**src/rtl/if_fetch.sv**
```systemverilog
// Instruction-fetch stage: owns the PC, fetches over a req/ack handshake and
// holds one fetched word until the IF/ID register consumes it.
module if_fetch #(
    parameter logic [31:0] RESET_PC = 32'h0000_3000
) (
    input  logic        clk,
    input  logic        rst,
    input  logic        IF_ID_write,
    input  logic        redirect,
    input  logic [29:0] redirect_pc,
    output logic        imem_req,
    output logic [29:0] imem_addr,
    input  logic        imem_ack,
    input  logic [31:0] imem_rdata,
    output logic        fetch_valid,
    output logic [29:0] fourPC,
    output logic [31:0] instruction
);

    typedef enum logic [1:0] {
        S_REQ  = 2'd0,
        S_HOLD = 2'd1,
        S_DROP = 2'd2
    } state_t;

    state_t      r_state, w_state_nxt;
    logic [29:0] r_pc, w_pc_nxt;
    logic [29:0] r_tgt, w_tgt_nxt;
    logic [31:0] r_buf, w_buf_nxt;

    always_ff @(posedge clk) begin
        if (rst) begin
            r_state <= S_REQ;
            r_pc    <= RESET_PC[31:2];
            r_tgt   <= '0;
            r_buf   <= '0;
        end else begin
            r_state <= w_state_nxt;
            r_pc    <= w_pc_nxt;
            r_tgt   <= w_tgt_nxt;
            r_buf   <= w_buf_nxt;
        end
    end

    // Redirect takes priority in every state; S_DROP keeps the request and
    // address stable until the abandoned fetch is acked, then jumps to r_tgt.
    always_comb begin
        w_state_nxt = r_state;
        w_pc_nxt    = r_pc;
        w_tgt_nxt   = r_tgt;
        w_buf_nxt   = r_buf;
        case (r_state)
            S_REQ: begin
                if (redirect && imem_ack) begin
                    w_pc_nxt = redirect_pc;
                end else if (redirect) begin
                    w_tgt_nxt   = redirect_pc;
                    w_state_nxt = S_DROP;
                end else if (imem_ack) begin
                    w_buf_nxt   = imem_rdata;
                    w_state_nxt = S_HOLD;
                end
            end
            S_HOLD: begin
                if (redirect) begin
                    w_pc_nxt    = redirect_pc;
                    w_state_nxt = S_REQ;
                end else if (IF_ID_write) begin
                    w_pc_nxt    = r_pc + 30'd1;
                    w_state_nxt = S_REQ;
                end
            end
            S_DROP: begin
                if (imem_ack) begin
                    w_pc_nxt    = redirect ? redirect_pc : r_tgt;
                    w_state_nxt = S_REQ;
                end else if (redirect) begin
                    w_tgt_nxt = redirect_pc;
                end
            end
            default: w_state_nxt = S_REQ;
        endcase
    end

    assign imem_req    = ((r_state == S_REQ) || (r_state == S_DROP)) && !rst;
    assign imem_addr   = r_pc;
    assign fetch_valid = (r_state == S_HOLD);
    assign instruction = fetch_valid ? r_buf : '0;
    assign fourPC      = r_pc + 30'd1;

endmodule

```
**config.mk**
```make
export PLATFORM = sky130hd
export DESIGN_NAME = if_fetch
export DESIGN_NICKNAME = d
export VERILOG_FILES = /design/src/rtl/if_fetch.sv
export SDC_FILE = /design/constraint.sdc
export NUM_CORES = 1
export LEC_CHECK = 0
export BUFFER_PORTS_ARGS = -buffer_cell sky130_fd_sc_hd__buf_2
export CAP_MARGIN = 5
export CORE_MARGIN = 8
export CORE_UTILIZATION = 43
export CTS_BUF_LIST = sky130_fd_sc_hd__clkbuf_16
export CTS_CLUSTER_SIZE = 28
export DETAILED_ROUTE_END_ITERATION = 8
export GPL_TIMING_DRIVEN = 0
export HOLD_SLACK_MARGIN = 0.05
export PLACE_DENSITY = 0.71
export SLEW_MARGIN = 20
export SYNTH_ARGS = -nofsm -noshare
export SYNTH_HDL_FRONTEND = slang
export SYNTH_SLANG_ARGS = --single-unit
```
**constraint.sdc**
```tcl
create_clock -name clk -period 3.85 [get_ports clk]
set_input_delay 0.1925 -clock clk [delete_from_list [all_inputs] [get_ports clk]]
set_output_delay 0.1925 -clock clk [all_outputs]
set_load 0.01 [all_outputs]
```
==> run summary, run 1 <==
Clock-pin slew was measured on the worst setup and hold paths at 0.07 ns. In this run, synthesis inferred 0 flip-flops with an integrated enable. Commonest register cell after synthesis: dfxtp_1. The run gives 0.00257 W as the total power after layout. The tree is rooted in a clkbuf_16. After routing, the total negative slack on setup checks comes to 0 ns. Compared with the post-synthesis result, the final layout area differs by 23.7%.

Yosys printed 0 warnings. For the post-synth net total, the log shows 766. All-layer global routing usage: 22.3%.

The element type at the critical path end is a primary output. Startpoint type of the worst setup path: a flop. The logs give 0 for the number of buffers inserted to repair setup after CTS and 52.5% for the relative max-transition margin. The tools report the number of levels in the clock H-tree as 3. Setup repair after global routing left no endpoint under its margin.

The run gives 5,461 as the number of global-route vias before repair. Sequential elements use 35.7% of the synthesized area. The I/O pin count was 161; the number of buffer and inverter instances along the worst setup path was 1.

In the synthesized netlist, the number of instances is 694. Number of detailed-routing iterations run before antenna repair: 5. The detailed router finished its first iteration with 512 violations.

For the pin with the worst max-slew slack, the measured transition is 0.712 ns. The synthesized netlist contains 67 unique library cells. The slowest stage of the critical path belongs to the cell nor3_1. TritonCTS built the clock tree. The die footprint was 16,100 µm².

Once detail routing completed, the nets flagged for antenna violations numbered 0. The die is 127 µm wide. Core outline area: 12,000 µm². The flow ran to the end, and the final reports show no timing, DRC or antenna violations.

The initial antenna violation count is 0, and the layout cell share with drive strength beyond 1 is 23.8%. The worst path meets setup with 1.14 ns of slack. For this design the ratio of total power to cell area is 393 nW/µm².

The family with the most delay on the worst path is simple AND/OR/NAND/NOR gates. Entering global routing, the biggest net connects 16 pins. The number of vias per cell after detailed routing was 5.57. For the hold violation total from the final report, the log shows 0. The total congestion overflow after global routing came out at 0. For the maximum count of clock buffers along a single path, the log shows 2.

Static timing analysis puts the maximum clock frequency at 369 MHz. Once the floorplan was initialized, standard cells occupied 43.9% of the core. The number of antenna repair diodes is 0.

The average instance in the mapped netlist occupies 7.60 µm². The congestion estimate from routability-driven global placement came to 0.872. The quantity of gates resized following cts is 0, and the number of vias after detailed routing is 5,666. After synthesis, the share of flip-flops with an asynchronous set or reset is 0%.

Clock latency on the worst-skew pair, taken at its later pin, is 0.35 ns. The data arrival time at the worst-slack endpoint is 2.52 ns, and the largest stage delay on the critical path is 0.49 ns. Traced cell by cell, the critical path runs through ha_1 -> nand4_1 -> nor3_1 -> xor2_1 -> buf_2. Input and output buffers added on the ports amount to 160. Detailed placement finished with a half-perimeter wire length of 13,500 µm. In this run, synthesis produced a sequential element count of 94. The post-route clock period utilization is 70.4%, and the data required time at the worst endpoint is 3.66 ns. Along the worst path, the maximum fanout reaches 8. The tightest min-delay check is of the in2reg type.

The most common cell after layout, fill and taps aside was buf_2. After detailed routing, the total wire length is 18,200 µm. Leakage power: 2.71 nW.

Hold repair after CTS inserted 0 buffers. The floorplan has 40 rows. The die is 127 µm tall.

The logs give 9 for the number of clock buffers inserted by TritonCTS and 0 for the number of pins with negative max-slew slack in the final report. Timing analysis after detailed placement gives a worst setup slack of 1.25 ns. The clock period could shrink to 2.71 ns. The tool flagged a number of max-cap violations equal to 0.

In the layout the commonest cells are 164 x buf_2, 158 x nand2_1, 94 x dfxtp_1, 72 x a21oi_1, 40 x clkbuf_1. The worst setup path is of the reg2out kind. Setup skew after layout: 0.00746 ns. The tools report the maximum vdd ir drop as 0.000310 V.

The tools report the number of design rule violations left after detail routing as 0. The first global-routing pass estimated 28,800 µm of wire. The run gives 937 as the number of nets in the finished design. The clock sink count is 94, and the number of setup violations in the final report is 0. Post-synthesis cell area: 5270 µm². The average wire per standard cell was 17.9 µm.
-- synthesized netlist by cell type, types with 13 or more instances --
master	number	share of area [%]
nand2_1	158	11
a21oi_1	72	6.8
dfxtp_1	94	36
nand3_1	13	1.2
o21ai_0	26	2.5
clkbuf_1	40	2.8
a221oi_1	18	3.0
nor2_1	36	2.6
and2_1	35	4.2
xnor2_1	19	3.2
-- stage by stage --
step	utilization, %	area, µm²	std cells	hold slack [ns]
2_1_floorplan	-	5270	694	0.328
3_3_place_gp	52.1	6260	1001	0.435
3_5_place_dp	52.1	6260	1001	0.438
4_1_cts	54.3	6530	1017	0.0608
5_1_grt	54.3	6530	1017	0.0697
6_report	54.3	6530	1017	0.0704
-- worst register-to-register path, cell delays in order (launching register included) --
cell,delay (ns)
dfxtp_1,0.40
inv_1,0.08
ha_1,0.46
clkbuf_1,0.41
clkbuf_1,0.49
nand2_1,0.28
a221oi_1,0.29
a221oi_1,0.12
-- flip-flops by register name, summed over array words and instances (netlist names) --
| signal | cells |
|---|---|
| imem_addr | 30 |
| r_buf | 32 |
| r_state | 2 |
| r_tgt | 30 |
-- cell type report --
| type | count | area [µm²] |
|---|---|---|
| sequential | 94 | 1880 |
| buffer | 55 | 288 |
| multi-input combinational | 533 | 3060 |
| inverter | 12 | 45.0 |
| clock inverter | 7 | 42.5 |
| tap | 147 | 184 |
| fill | 1209 | 5490 |
| clock buffer | 9 | 225 |
| timing repair buffer | 160 | 801 |
-- metal layers --
| metal | part of all wire, % | track usage, % | up-vias | wire (µm) |
|---|---|---|---|---|
| li1 | - | - | 2785 | - |
| met1 | 41 | 26.5 | 2560 | 7430 |
| met2 | 45 | 35.6 | 283 | 8200 |
| met3 | 11 | 8.38 | 38 | 2000 |
| met4 | 2.9 | 9.24 | 0 | 519 |
| met5 | 0 | 0 | - | 0 |
-- final timing paths --
| path | slack, ns | endpoint | from | depth (start not counted) |
|---|---|---|---|---|
| min reg2reg | 0.45 | r_buf[27]$_SDFFE_PP0P_ | r_buf[27]$_SDFFE_PP0P_ | 2 |
| min | 0.07 | r_buf[17]$_SDFFE_PP0P_ | imem_rdata[17] | 3 |
| max | 1.14 | fourPC[18] | imem_addr[0]$_SDFFE_PP0P_ | 5 |
| max reg2reg | 1.19 | imem_addr[8]$_SDFFE_PP0P_ | r_state[1]$_SDFFE_PP0P_ | 7 |
-- where the power goes --
| part | leakage (nW) | switching (W) | total [W] | internal [W] |
|---|---|---|---|---|
| Sequential | 0.769 | 0.0000770 | 0.00112 | 0.00105 |
| Combinational | 1.81 | 0.000379 | 0.000615 | 0.000237 |
| Clock | 0.132 | 0.000393 | 0.000826 | 0.000433 |
| Total | 2.71 | 0.000849 | 0.00257 | 0.00172 |
-- logic make-up (layout without fill, tap and decap cells) --
logic type      after synthesis  count (layout)  share of synthesized area [%]
compound gates              181             181                           21.9
xor+xnor                     27              27                           4.48
buf+inv                      67             243                           6.31
mux                           6               6                           1.14
simple gates                314             314                           29.3
flops                        94              94                           35.7
fa+ha+maj                     5               5                           1.19
Note: power is estimated with default switching activity, not from simulation.
==> inputs of run 2 (changes only) <==
PLACE_DENSITY = 0.73   (was 0.71)
clock period = 2.24 ns   (was 3.85 ns; I/O delays follow)
==> run 2 against run 1 <==
  * Sequential power is 73% higher
  * Final cell count increased by 7.4%
  * Register-to-register slack got worse by 1.1 ns
  * Sequential share of layout area down 3.3 points
==> run summary, run 2 (synthesis results as in run 1) <==
Of all nets on the critical path, the largest fanout is 7. Core outline area: 12,000 µm². The clock latency on the worst-skew pair was 0.35 ns.

Setup repair after global routing could not meet its margin everywhere. The post-layout minimum cycle time works out to 2.21 ns. The average wire per standard cell works out to 18.3 µm. In this run, CTS created clock tree buffers numbering 9.

The library cells used most frequently in the layout, excluding fill and tap cells, are 163 x buf_2, 157 x nand2_1, 78 x dfxtp_1, 72 x a21oi_1, 62 x dlygate4sd3_1. The number of core rows was 40. The tools report the CTS root buffer as clkbuf_16.

The chip height was 127 µm. The flip-flop count of the largest register after layout works out to 32. Clock-pin slew was measured on the worst setup and hold paths at 0.07 ns.

The all-layer global routing usage is 24.0%, and the largest stage delay on the critical path is 0.58 ns. In this run the cell area measured after placement is 6260 µm². In this run the horizontal extent of the chip is 127 µm. Based on the critical path, the design can be clocked at up to 453 MHz.

Summed over all nets, the half-perimeter wirelength after detailed placement is 13,500 µm. Traced cell by cell, the critical path runs through buf_6 -> nand4_1 -> or4_4 -> o21a_1 -> or2_1 -> buf_2. Counting flops per register, the top entry is r_buf. The setup skew after layout is 0.00639 ns. In the finished design, the share of the clock period the worst path needs comes to 98.6%. The worst setup path category is reg2out. Slowest cell on the critical path: or4_4. Data on the critical path is required at its endpoint by 2.13 ns.

Once the floorplan was initialized, standard cells occupied 43.9% of the core. The most common cell after layout, fill and taps aside is buf_2. Number of global-route vias before repair: 5,960. The worst setup path is captured at a primary output.

Entering global routing, the biggest net connects 15 pins. In this run the number of H-tree levels came out at 3. Setup violations remaining at the end of the flow were counted as 0. TritonCTS built the clock tree.

The logs give 6,136 for the number of vias after detailed routing and 60.0% for the relative max-transition margin. Total power for the finished layout comes to 0.00457 W. Wires add up to 20,000 µm.

After the last flow step, the layout net total stands at 1,013. The hold violation total from the final report is 0. STA classifies the critical path startpoint as a flop. Total congestion overflow after global routing: 0.

The maximum vdd ir drop was 0.000445 V. The run gives 3 as the initial antenna violation count. For the number of pins with negative max-slew slack in the final report, the log shows 0. The floorplan step defined a die boundary enclosing 16,100 µm². At the end of routability-driven placement, the weighted congestion stood at 0.929. Using the TritonRoute via totals, the vias-per-cell ratio works out to 5.62.

Layout cell share with drive strength beyond 1: 28.5%. The clock sink count was 94; the wire length of the first global-routing pass was 31,000 µm. The flow ran to the end, and the final reports show no timing, DRC or antenna violations.

The remaining antenna violation count after routing was 0; the number of maximum-capacitance violations was 0. The maximum count of clock buffers along a single path was 2. Relative to the synthesized area, the layout overhead comes to 41.1%. The logs give 2.10 ns for the data arrival time at the worst-slack endpoint and 3.14 nW for the leakage power.

For the number of antenna repair diodes, the log shows 0. The finished cells cover 7440 µm². The number of detailed-routing iterations run before antenna repair is 5, and the number of design rule violations left after detail routing is 0. The worst hold path belongs to the class in2reg. Once routing completed, OpenROAD measured the worst setup slack at 0.0307 ns. Port buffering added 160 buffers. Prior to clock tree synthesis, the placed netlist has a worst setup slack of -0.414 ns. In this run the power density over the cells is 614 nW/µm². The transition time at the pin with the least slew margin was 0.600 ns; the violation count after the first detailed-routing iteration was 652. In this run the count of I/O pins placed on the die edge is 161.
run 2: cell types whose count changed in the layout (fill, tap and decap cells not counted), sizes merged:
cell | before | now
buf | 172 | 191
clkbuf | 52 | 47
clkinv | 4 | 3
dlygate4sd3 | 0 | 62
run 2: power by group:
group / switching (W) / total (W) / internal, W / leakage, nW
clock network: 0.000659 / 0.00139 / 0.000733 / 0.124
logic: 0.000703 / 0.00123 / 0.000530 / 2.24
registers: 0.000136 / 0.00194 / 0.00181 / 0.775
run 2: cell type report:
cell class	count	area, µm²
inverter	12	45.0
sequential	94	1900
tap	147	184
buffer	53	332
multi-input combinational	533	3180
clock inverter	6	31.3
timing repair buffer	238	1540
clock buffer	9	225
fill	1061	4570
run 2: routing by layer:
| layer | part of all wire (%) | global-route usage (%) | vias up |
|---|---|---|---|
| li1 | - | - | 2925 |
| met1 | 39 | 27.2 | 2820 |
| met2 | 47 | 39.7 | 333 |
| met3 | 11 | 9.26 | 52 |
| met4 | 2.8 | 10.1 | 6 |
| met5 | 0.15 | 0 | - |
run 2: stage by stage:
step	util [%]	instances	setup TNS [ns]	hold slack, ns
final	62.0	1092	0	0.117
after floorplan	-	694	0	0.248
after global placement	52.1	1001	-5.24	0.352
after global routing	62.0	1092	-0.0914	0.140
after detailed placement	52.1	1001	-6.49	0.357
after CTS	60.7	1085	0	0.0834
run 2: worst paths after layout:
check / startpoint / slack [ns] / cells past startpoint / endpoint
setup / recovery: imem_addr[2]$_SDFFE_PP0P_ / 0.03 / 6 / fourPC[15]
hold / removal: IF_ID_write / 0.12 / 3 / r_state[0]$_SDFFE_PP0P_
setup reg to reg: r_state[0]$_SDFFE_PP0P_ / 0.08 / 7 / imem_addr[23]$_SDFFE_PP0P_
hold reg to reg: r_buf[31]$_SDFFE_PP0P_ / 0.45 / 2 / r_buf[31]$_SDFFE_PP0P_
run 2: repair_timing:
action | in CTS | in global routing
setup buffers | 8 | 8
setup endpoints to repair | 44 | 42
hold endpoints to repair | 62 | 0
gates resized for setup | 33 | 49
pin swaps | 3 | 10
hold buffers | 62 | 0
run 2: critical path: cells and delay by family (launching register included):
kind                   cells  cell delay (ns)
flip-flops                 1             0.33
AND/OR/NAND/NOR            3             0.95
AO/OA/AOI/OAI              1             0.21
buffers and inverters      2             0.25
